--- config.mk ---
export PLATFORM = sky130hd
export DESIGN_NAME = term_sched
export DESIGN_NICKNAME = d
export VERILOG_FILES = /design/src/rtl/term_pkg.sv /design/src/rtl/term_classify.sv /design/src/rtl/term_sched.sv
export SDC_FILE = /design/constraint.sdc
export NUM_CORES = 1
export LEC_CHECK = 0
export ABC_AREA = 1
export BUFFER_PORTS_ARGS = -buffer_cell sky130_fd_sc_hd__buf_2
export CAP_MARGIN = 40
export CORE_ASPECT_RATIO = 1.2
export CORE_MARGIN = 3
export CORE_UTILIZATION = 53
export DETAILED_ROUTE_END_ITERATION = 7
export PLACE_DENSITY = 0.81
export SETUP_SLACK_MARGIN = 0.15
export SYNTH_ARGS = -nofsm -noshare
export SYNTH_HDL_FRONTEND = slang
export SYNTH_SLANG_ARGS = --single-unit
--- constraint.sdc ---
create_clock -name i_clk -period 2.8 [get_ports i_clk]
set_input_delay 0.56 -clock i_clk [delete_from_list [all_inputs] [get_ports i_clk]]
set_output_delay 0.56 -clock i_clk [all_outputs]
set_load 0.01 [all_outputs]
--- src/rtl/term_pkg.sv ---
// Shared constants and enums for the serial terminal command scheduler.
package term_pkg;

  localparam logic [7:0] ASC_FF  = 8'h0C;
  localparam logic [7:0] ASC_SP  = 8'h20;
  localparam logic [7:0] ASC_DEL = 8'h7F;

  typedef enum logic [1:0] {
    ST_IDLE  = 2'd0,
    ST_ISSUE = 2'd1,
    ST_GUARD = 2'd2,
    ST_WAIT  = 2'd3
  } sched_state_e;

  typedef enum logic [1:0] {
    REQ_NONE = 2'd0,
    REQ_PUT  = 2'd1,
    REQ_CLR  = 2'd2
  } req_kind_e;

endpackage

--- src/rtl/term_classify.sv ---
// Combinational byte classifier: printable -> putchar, form feed -> clearhome, else drop.
module term_classify
  import term_pkg::*;
(
  input  logic [7:0] i_byte,
  output req_kind_e  o_kind_c
);

  always_comb begin
    o_kind_c = REQ_NONE;
    if (i_byte == ASC_FF)
      o_kind_c = REQ_CLR;
    else if ((i_byte >= ASC_SP) && (i_byte < ASC_DEL))
      o_kind_c = REQ_PUT;
  end

endmodule

--- src/rtl/term_sched.sv ---
// Arbitrates UART bytes and button pulses onto the LCD controller request port.
// Optional echo of accepted bytes on the transmit stream: define TERM_SCHED_ECHO_EN.
module term_sched
  import term_pkg::*;
#(
  parameter logic [7:0]  BTN_CHAR = 8'h41,
  parameter int unsigned GUARD    = 2
) (
  input  logic       i_clk,
  input  logic       i_rst_n,
  input  logic [7:0] s_axis_tdata,
  input  logic       s_axis_tvalid,
  output logic       s_axis_tready,
  input  logic       i_btn_char,
  input  logic       i_btn_clear,
  output logic       o_putchar,
  output logic       o_clearhome,
  output logic [7:0] o_char,
  input  logic       i_busy,
  output logic [7:0] m_axis_tdata,
  output logic       m_axis_tvalid,
  input  logic       m_axis_tready,
  output logic [7:0] o_drop_cnt
);

  localparam int unsigned CNT_W = (GUARD > 1) ? $clog2(GUARD) : 1;

  sched_state_e     r_state;
  logic [CNT_W-1:0] r_cnt;
  logic             r_pend_clear;
  logic             r_pend_char;
  logic             r_tready;
  logic             r_putchar;
  logic             r_clearhome;
  logic [7:0]       r_char;
  logic [7:0]       r_drop_cnt;

  req_kind_e w_kind;
  logic      w_in_idle;
  logic      w_accept;
  logic      w_sel_clear;
  logic      w_sel_byte;
  logic      w_sel_char;
  logic      w_drop;
  logic      w_pend_clear_nxt;
  logic      w_pend_char_nxt;
  logic      w_idle_nxt;
  logic      w_echo_full_nxt;

  term_classify u_classify (
    .i_byte   (s_axis_tdata),
    .o_kind_c (w_kind)
  );

  // r_tready is only ever high in IDLE with no clear pending, so a handshake is a selection.
  assign w_in_idle   = (r_state == ST_IDLE);
  assign w_accept    = s_axis_tvalid & r_tready;
  assign w_sel_clear = w_in_idle & r_pend_clear;
  assign w_sel_byte  = w_accept & (w_kind != REQ_NONE);
  assign w_drop      = w_accept & (w_kind == REQ_NONE);
  assign w_sel_char  = w_in_idle & ~r_pend_clear & ~w_accept & r_pend_char;

  assign w_pend_clear_nxt = i_btn_clear | (r_pend_clear & ~w_sel_clear);
  assign w_pend_char_nxt  = i_btn_char  | (r_pend_char  & ~w_sel_char);
  assign w_idle_nxt = (w_in_idle & ~(w_sel_clear | w_sel_byte | w_sel_char))
                    | ((r_state == ST_WAIT) & ~i_busy);

`ifdef TERM_SCHED_ECHO_EN
  logic       r_m_tvalid;
  logic [7:0] r_m_tdata;

  // One-entry echo register; only loads when empty because acceptance requires it.
  always_ff @(posedge i_clk or negedge i_rst_n) begin
    if (!i_rst_n) begin
      r_m_tvalid <= 1'b0;
      r_m_tdata  <= 8'h00;
    end else if (w_sel_byte) begin
      r_m_tvalid <= 1'b1;
      r_m_tdata  <= s_axis_tdata;
    end else if (m_axis_tready) begin
      r_m_tvalid <= 1'b0;
    end
  end

  assign w_echo_full_nxt = w_sel_byte | (r_m_tvalid & ~m_axis_tready);
  assign m_axis_tvalid   = r_m_tvalid;
  assign m_axis_tdata    = r_m_tdata;
`else
  logic w_unused_tready;
  assign w_unused_tready = m_axis_tready;
  assign w_echo_full_nxt = 1'b0;
  assign m_axis_tvalid   = 1'b0;
  assign m_axis_tdata    = 8'h00;
`endif

  // Scheduler FSM; request pulses are raised on entry to ISSUE and last that one cycle.
  always_ff @(posedge i_clk or negedge i_rst_n) begin
    if (!i_rst_n) begin
      r_state      <= ST_IDLE;
      r_cnt        <= '0;
      r_pend_clear <= 1'b0;
      r_pend_char  <= 1'b0;
      r_tready     <= 1'b0;
      r_putchar    <= 1'b0;
      r_clearhome  <= 1'b0;
      r_char       <= 8'h00;
      r_drop_cnt   <= 8'h00;
    end else begin
      r_pend_clear <= w_pend_clear_nxt;
      r_pend_char  <= w_pend_char_nxt;
      r_tready     <= w_idle_nxt & ~w_pend_clear_nxt & ~w_echo_full_nxt;
      r_putchar    <= 1'b0;
      r_clearhome  <= 1'b0;
      if (w_drop && (r_drop_cnt != 8'hFF))
        r_drop_cnt <= r_drop_cnt + 8'd1;

      case (r_state)
        ST_IDLE: begin
          if (w_sel_clear) begin
            r_clearhome <= 1'b1;
            r_state     <= ST_ISSUE;
          end else if (w_sel_byte) begin
            if (w_kind == REQ_CLR) begin
              r_clearhome <= 1'b1;
            end else begin
              r_putchar <= 1'b1;
              r_char    <= s_axis_tdata;
            end
            r_state <= ST_ISSUE;
          end else if (w_sel_char) begin
            r_putchar <= 1'b1;
            r_char    <= BTN_CHAR;
            r_state   <= ST_ISSUE;
          end
        end
        ST_ISSUE: begin
          r_cnt   <= '0;
          r_state <= ST_GUARD;
        end
        ST_GUARD: begin
          if (r_cnt == CNT_W'(GUARD - 1)) begin
            r_cnt   <= '0;
            r_state <= ST_WAIT;
          end else begin
            r_cnt <= r_cnt + CNT_W'(1);
          end
        end
        ST_WAIT: begin
          if (!i_busy)
            r_state <= ST_IDLE;
        end
        default: r_state <= ST_IDLE;
      endcase
    end
  end

  assign s_axis_tready = r_tready;
  assign o_putchar     = r_putchar;
  assign o_clearhome   = r_clearhome;
  assign o_char        = r_char;
  assign o_drop_cnt    = r_drop_cnt;

endmodule

# Yosys cells after proc, flatten, opt, wreduce, memory -nomap -nowiden
# Cells that the tools add are included.
[word_totals]
ff_bits = 24
word_cells = 78
[op_classes]
addsub = 2
magnitude_cmp = 2
n_eq_ne = 10
n_mux = 22
n_bitwise = 24
n_reduce_logical = 9
[ops]
columns = ["op", "n"]
rows = [
  ["2-to-1 mux 8 bit", 3],
  ["bitwise AND 1 bit", 12],
  ["2-to-1 mux 2 bit", 6],
  ["2-to-1 mux 1 bit", 11],
  ["adder 8 x 1 -> 8 bit (second input constant)", 1],
  ["== test 8 x 4 -> 1 bit (second input constant)", 1],
  ["greater-or-equal comparator 8 x 6 -> 1 bit (second input constant)", 1],
  ["less-than comparator 8 x 7 -> 1 bit (second input constant)", 1],
  ["!= test 8 bit (second input constant)", 1],
  ["one-hot mux 2 bit (4 select lines)", 1],
  ["NOT 1 bit", 7],
  ["== test 2 bit (second input constant)", 3],
  ["!= test 2 bit (second input constant)", 3],
  ["nonzero test 2 bit", 3],
  ["bitwise OR 1 bit", 5],
  ["zero test 2 bit", 2],
  ["!= test 4 x 1 -> 1 bit (second input constant)", 1],
  ["AND reduction 4 bit", 1],
  ["AND reduction 3 bit", 1],
  ["== test 2 x 1 -> 1 bit (second input constant)", 1],
  ["logical AND 1 bit", 2],
  ["one-hot mux 1 bit (2 select lines)", 1],
  ["adder 1 bit (second input constant)", 1],
]

# Logic depth before layout (Yosys ltp)
[logic_depth]
word_depth = 12
ltp_mapped = 10

# By module
# From an unflattened synthesis, not the netlist that was laid out.
[unflattened]
hier_cells = 169
hier_area_um2 = 1350.0
[by_module_without_submodules]
columns = ["module", "instances", "cells_each", "area_per_inst_um2", "seq_area_each_um2"]
rows = [
  ["term_sched", 1, 155, 1291.2, 600.6],
  ["term_classify", 1, 14, 58.8, 0.0],
]

# Worst setup path before layout
# OpenSTA, ideal clock, no wires.
[synth_path]
kind = "register to register"
startpoint = "register r_state[0]"
endpoint = "register r_char[0], in the netlist o_char[0]"
setup_ns = 0.119
arrival_time_ns = 1.355
slack_ns = 1.326
path_stages_with_launch = 10
path_cell_list = "dfrtp_1 -> inv_1 -> ha_1 -> inv_1 -> nor2_2 -> inv_1 -> a31oi_1 -> nand2_4 -> nand2_1 -> o21ai_2"
[synth_via]
elab_chain_cells = 6
elab_cells_between_ends = 8
classes_between = "5 x bitwise; 3 x reduce/logical"
[synth_lines]
columns = ["item", "line_no", "text"]
rows = [
  ["start, declared", "term_sched.sv:28", "sched_state_e r_state;"],
  ["start signal, assigned", "term_sched.sv:99", "r_state <= ST_IDLE;"],
  ["start signal, assigned", "term_sched.sv:121", "r_state <= ST_ISSUE;"],
  ["start signal, assigned", "term_sched.sv:129", "r_state <= ST_ISSUE;"],
  ["zero test 2 bit *", "term_sched.sv:56, term_sched.sv:117", ""],
  ["bitwise AND 1 bit (3 in series)", "term_sched.sv:61", "assign w_sel_char = w_in_idle & ~r_pend_clear & ~w_accept & r_pend_char;"],
  ["nonzero test 2 bit (no line)", "-", ""],
  ["AND reduction 4 bit (no line) *", "-", ""],
  ["end signal, assigned", "term_sched.sv:127", "r_char <= s_axis_tdata;"],
  ["end, declared", "term_sched.sv:35", "logic [7:0] r_char;"],
]
# Mark *: on every way between the ends. The rest lies on a longest branch, timed or not.
# A chain may end at the register's enable or synchronous reset.

# Worst setup path in the final report
[layout_path]
startpoint = "register r_state[0]"
endpoint = "register r_char[1], in the netlist o_char[1]"
# Same word-level chain as after synthesis.

==> results.sh <==
export IMPL_run_status="completed"
export IMPL_cts_tree="built"
export IMPL_final_layout_size_suffix_gt1_share_pct=27.9
export IMPL_chipHeight_um=60.5
export IMPL_detail_route_iter0_violations=18
export IMPL_nets=212
export IMPL_cts_htree_levels=1
export IMPL_synth_adder_area_share_pct=4.77
export IMPL_post_synth_top_area_cell="dfrtp_1"
export IMPL_die_width_um=51.4
export IMPL_min_period_ns=1.67
export IMPL_cts_buffers_inserted=3
export IMPL_cts_resized_gates=0
export IMPL_max_freq_mhz=597
export IMPL_core_area_um2=2330
export IMPL_crit_slowest_cell="dfrtp_1"
export IMPL_wl_per_cell_um=11.2
export IMPL_number_of_antenna_repair_diodes=0
export IMPL_syn_area_um2=1310
export IMPL_fin_crit_sh_pct=59.8
export IMPL_grt_util_all_layers_pct=17.2
export IMPL_synthMostInstantiatedCell="nand2_1"
export IMPL_yosys_register_bits=24
export IMPL_place_congestion=0.790
export IMPL_timing_critical_path_to_type="flip-flop"
export IMPL_area_delta_synth_final_pct=14.0
export IMPL_synth_avg_cell_area_um2=8.41
export IMPL_highest_signal_layer="met4"
export IMPL_finalMaxSlewViolations=0
export IMPL_clk_path_buf_depth=2
export IMPL_cp_data_arrival_time_ns=1.87
export IMPL_cp_common_cell="inv_1"
export IMPL_worst_path_dominant_cell_family="flip-flops"
export IMPL_detail_route_first_pass_iterations=4
export IMPL_synth_seq_area_share_pct=45.8
export IMPL_power_total_w=0.00105
export IMPL_synth_enable_flop_cells=0
export IMPL_power_leakage_nw=0.858
export IMPL_setup_viol=0
export IMPL_final_hold_viol_count=0
export IMPL_row_count=19
export IMPL_worst_pin_slew_ns=0.540
export IMPL_insertion_delay_ns=0.30
export IMPL_synth_area_mux_share_pct=0.858
export IMPL_timing_critical_path_cells="inv_1 > ha_1 > inv_1 > nor2_2 > inv_1 > a31oi_1 > nand2_4 > nand2_1 > o21ai_1"
export IMPL_initial_antenna_violation_count=0
export IMPL_hold_path_class="in -> async"
export IMPL_post_synth_top_area_fraction_pct=45.8
export IMPL_critical_path_peak_fanout=10
export IMPL_cellPowerDensity_nw_per_um2=702
export IMPL_design_portCount=43
export IMPL_io_buffer_count=32
export IMPL_fin_tns_setup_ns=0
export IMPL_worstPathRequired_ns=2.99
export IMPL_final_cell_count_no_fill=221
export IMPL_ant_nets=0
export IMPL_worstSetupStartpointType="flip-flop"
export IMPL_synthTopCellsByArea="dfrtp_1 46%, nand2_1 11%, inv_1 6.0%, buf_4 5.1%, ha_1 4.8%"
export IMPL_drt_drc_violations_left=0
export IMPL_floorplan_initialDensity_pct=56.3
export IMPL_largest_family_of_logic_cells_by_synthesized_area="simple AND/OR/NAND/NOR gates"
export IMPL_avgViaCountPerCell=4.76
export IMPL_placed_cells_incl_taps=218
export IMPL_grt_ovfl_total=0
export IMPL_grt_max_degree=25
export IMPL_die_outline_area_um2=3110
export IMPL_synthesis_yosys_warnings=0
export IMPL_critical_path_n_buffers_inverters=3
export IMPL_wl_um=2480
export IMPL_cts_root_buffer_cell="clkbuf_4"
export IMPL_ir_worst_vdd_mv=0.518
export IMPL_critical_path_class="reg -> reg"
export IMPL_clk_pin_slew_worst_paths_ns=0.12
export IMPL_grt_first_pass_wirelength_um=4020
export IMPL_detailedPlacementHpwl_um=1970
export IMPL_yosys_area_share_xor_xnor_pct=4.00
export IMPL_ys_dominant_reg_cell="dfrtp_1"
export IMPL_grt_pass1_vias=1013
export IMPL_syn_instance_count=156
export IMPL_synth_distinct_cells=26
export IMPL_wl_met1_um=982
export IMPL_yosys_area_share_simple_pct=24.5
export IMPL_met2_wirelength_um=1370
export IMPL_cts_hold_fix_buffers=0
export IMPL_synth_compound_area_share_pct=8.10
export IMPL_vias=1051
export IMPL_post_cts_setup_buffers=0
export IMPL_skew_ns=0.00261
export IMPL_grt_setup_unrepaired="false"
export IMPL_asyncSetResetFlopFracSynth_pct=100
export IMPL_slew_headroom_pct=64.0
export IMPL_max_stage_delay_ns=0.42
export IMPL_ys_top_cells_by_count="38 x nand2_1, 24 x dfrtp_1, 21 x inv_1, 10 x nor2_1, 9 x buf_4"
export IMPL_met3WireLength_um=102
export IMPL_timing_max_cap_violations=0
export IMPL_clock_sinks=24
[worst register-to-register path, delay by kind of cell, from the launching register on]
family / cells / cell delay [ns]
flops: 1 / 0.42
simple gates: 3 / 0.40
fa+ha+maj: 1 / 0.18
buf+inv: 3 / 0.25
compound gates: 2 / 0.31
[cells by family (layout without fill, tap and decap cells)]
group,count (synthesis),after routing
simple gates,68,68
buf+inv,32,58
flops,24,24
compound gates,19,19
xor+xnor,6,6
fa+ha+maj,5,5
other cells,1,9
mux,1,1
[flip-flops by register name (all words and copies together), names as in the netlist]
signal,cells
r_pend_char,1
o_drop_cnt,8
o_clearhome,1
r_state,2
o_putchar,1
o_char,8
r_cnt,1
s_axis_tready,1
r_pend_clear,1
[routing by layer]
metal	track usage [%]	vias to the layer above
met5	0	-
met4	7.49	0
met3	2.46	7
met2	34.0	30
met1	17.7	480
li1	-	534
[layout make-up]
class,instances,area [um2]
Clock buffer,3,22.5
Tap cell,31,38.8
Inverter,23,86.3
Fill cell,219,833
Timing Repair Buffer,32,160
Multi-Input combinational cell,108,588
Sequential cell,24,601
[stage by stage]
step,hold WS [ns],setup WS (ns),instance area (um2),util (%)
after floorplan,0.264,1.33,1340,-
after global placement,0.468,1.16,1470,63.3
after detailed placement,0.479,1.13,1470,63.3
after CTS,0.232,1.14,1500,64.2
after global routing,0.246,0.959,1500,64.2
final,0.220,1.13,1500,64.2
[cell usage in the layout (no fill, tap or decap)]
cell type   n
nand2_1    38
buf_2      32
dfrtp_1    24
inv_1      21
nor2_1     10
conb_1      9
o21ai_1     7
nand3_1     5
ha_1        5
o21ai_0     4
a21oi_1     4
nand2_2     4
xnor2_1     4
nor2_2      3
clkbuf_4    3
nand2_4     2
nand3_2     2
inv_2       2
xor2_1      2
o21ai_2     2
o21bai_1    1
a31oi_1     1
nand4_1     1
mux2_2      1
nand4_2     1
nor3_1      1
or2_2       1
[report_power, final]
group / internal [W] / leakage (nW) / switching (W)
Sequential: 0.000436 / 0.307 / 0.0000624
Clock: 0.0000502 / 0.0138 / 0.0000945
Combinational: 0.000171 / 0.537 / 0.000236
[worst paths after layout]
kind                                  from     endpoint  slack (ns)  cells after the start
max in group asynchronous          i_rst_n    o_char[4]        2.23                      1
worst min register to register   o_char[7]    o_char[7]        0.50                      2
min in group i_clk              i_btn_char  r_pend_char        0.44                      3
worst min-delay path               i_rst_n    o_char[7]        0.22                      1
worst max-delay path            r_state[0]    o_char[1]        1.13                      9
worst max register to register  r_state[0]    o_char[1]        1.13                      9
Power figures use the tool's default switching activity.
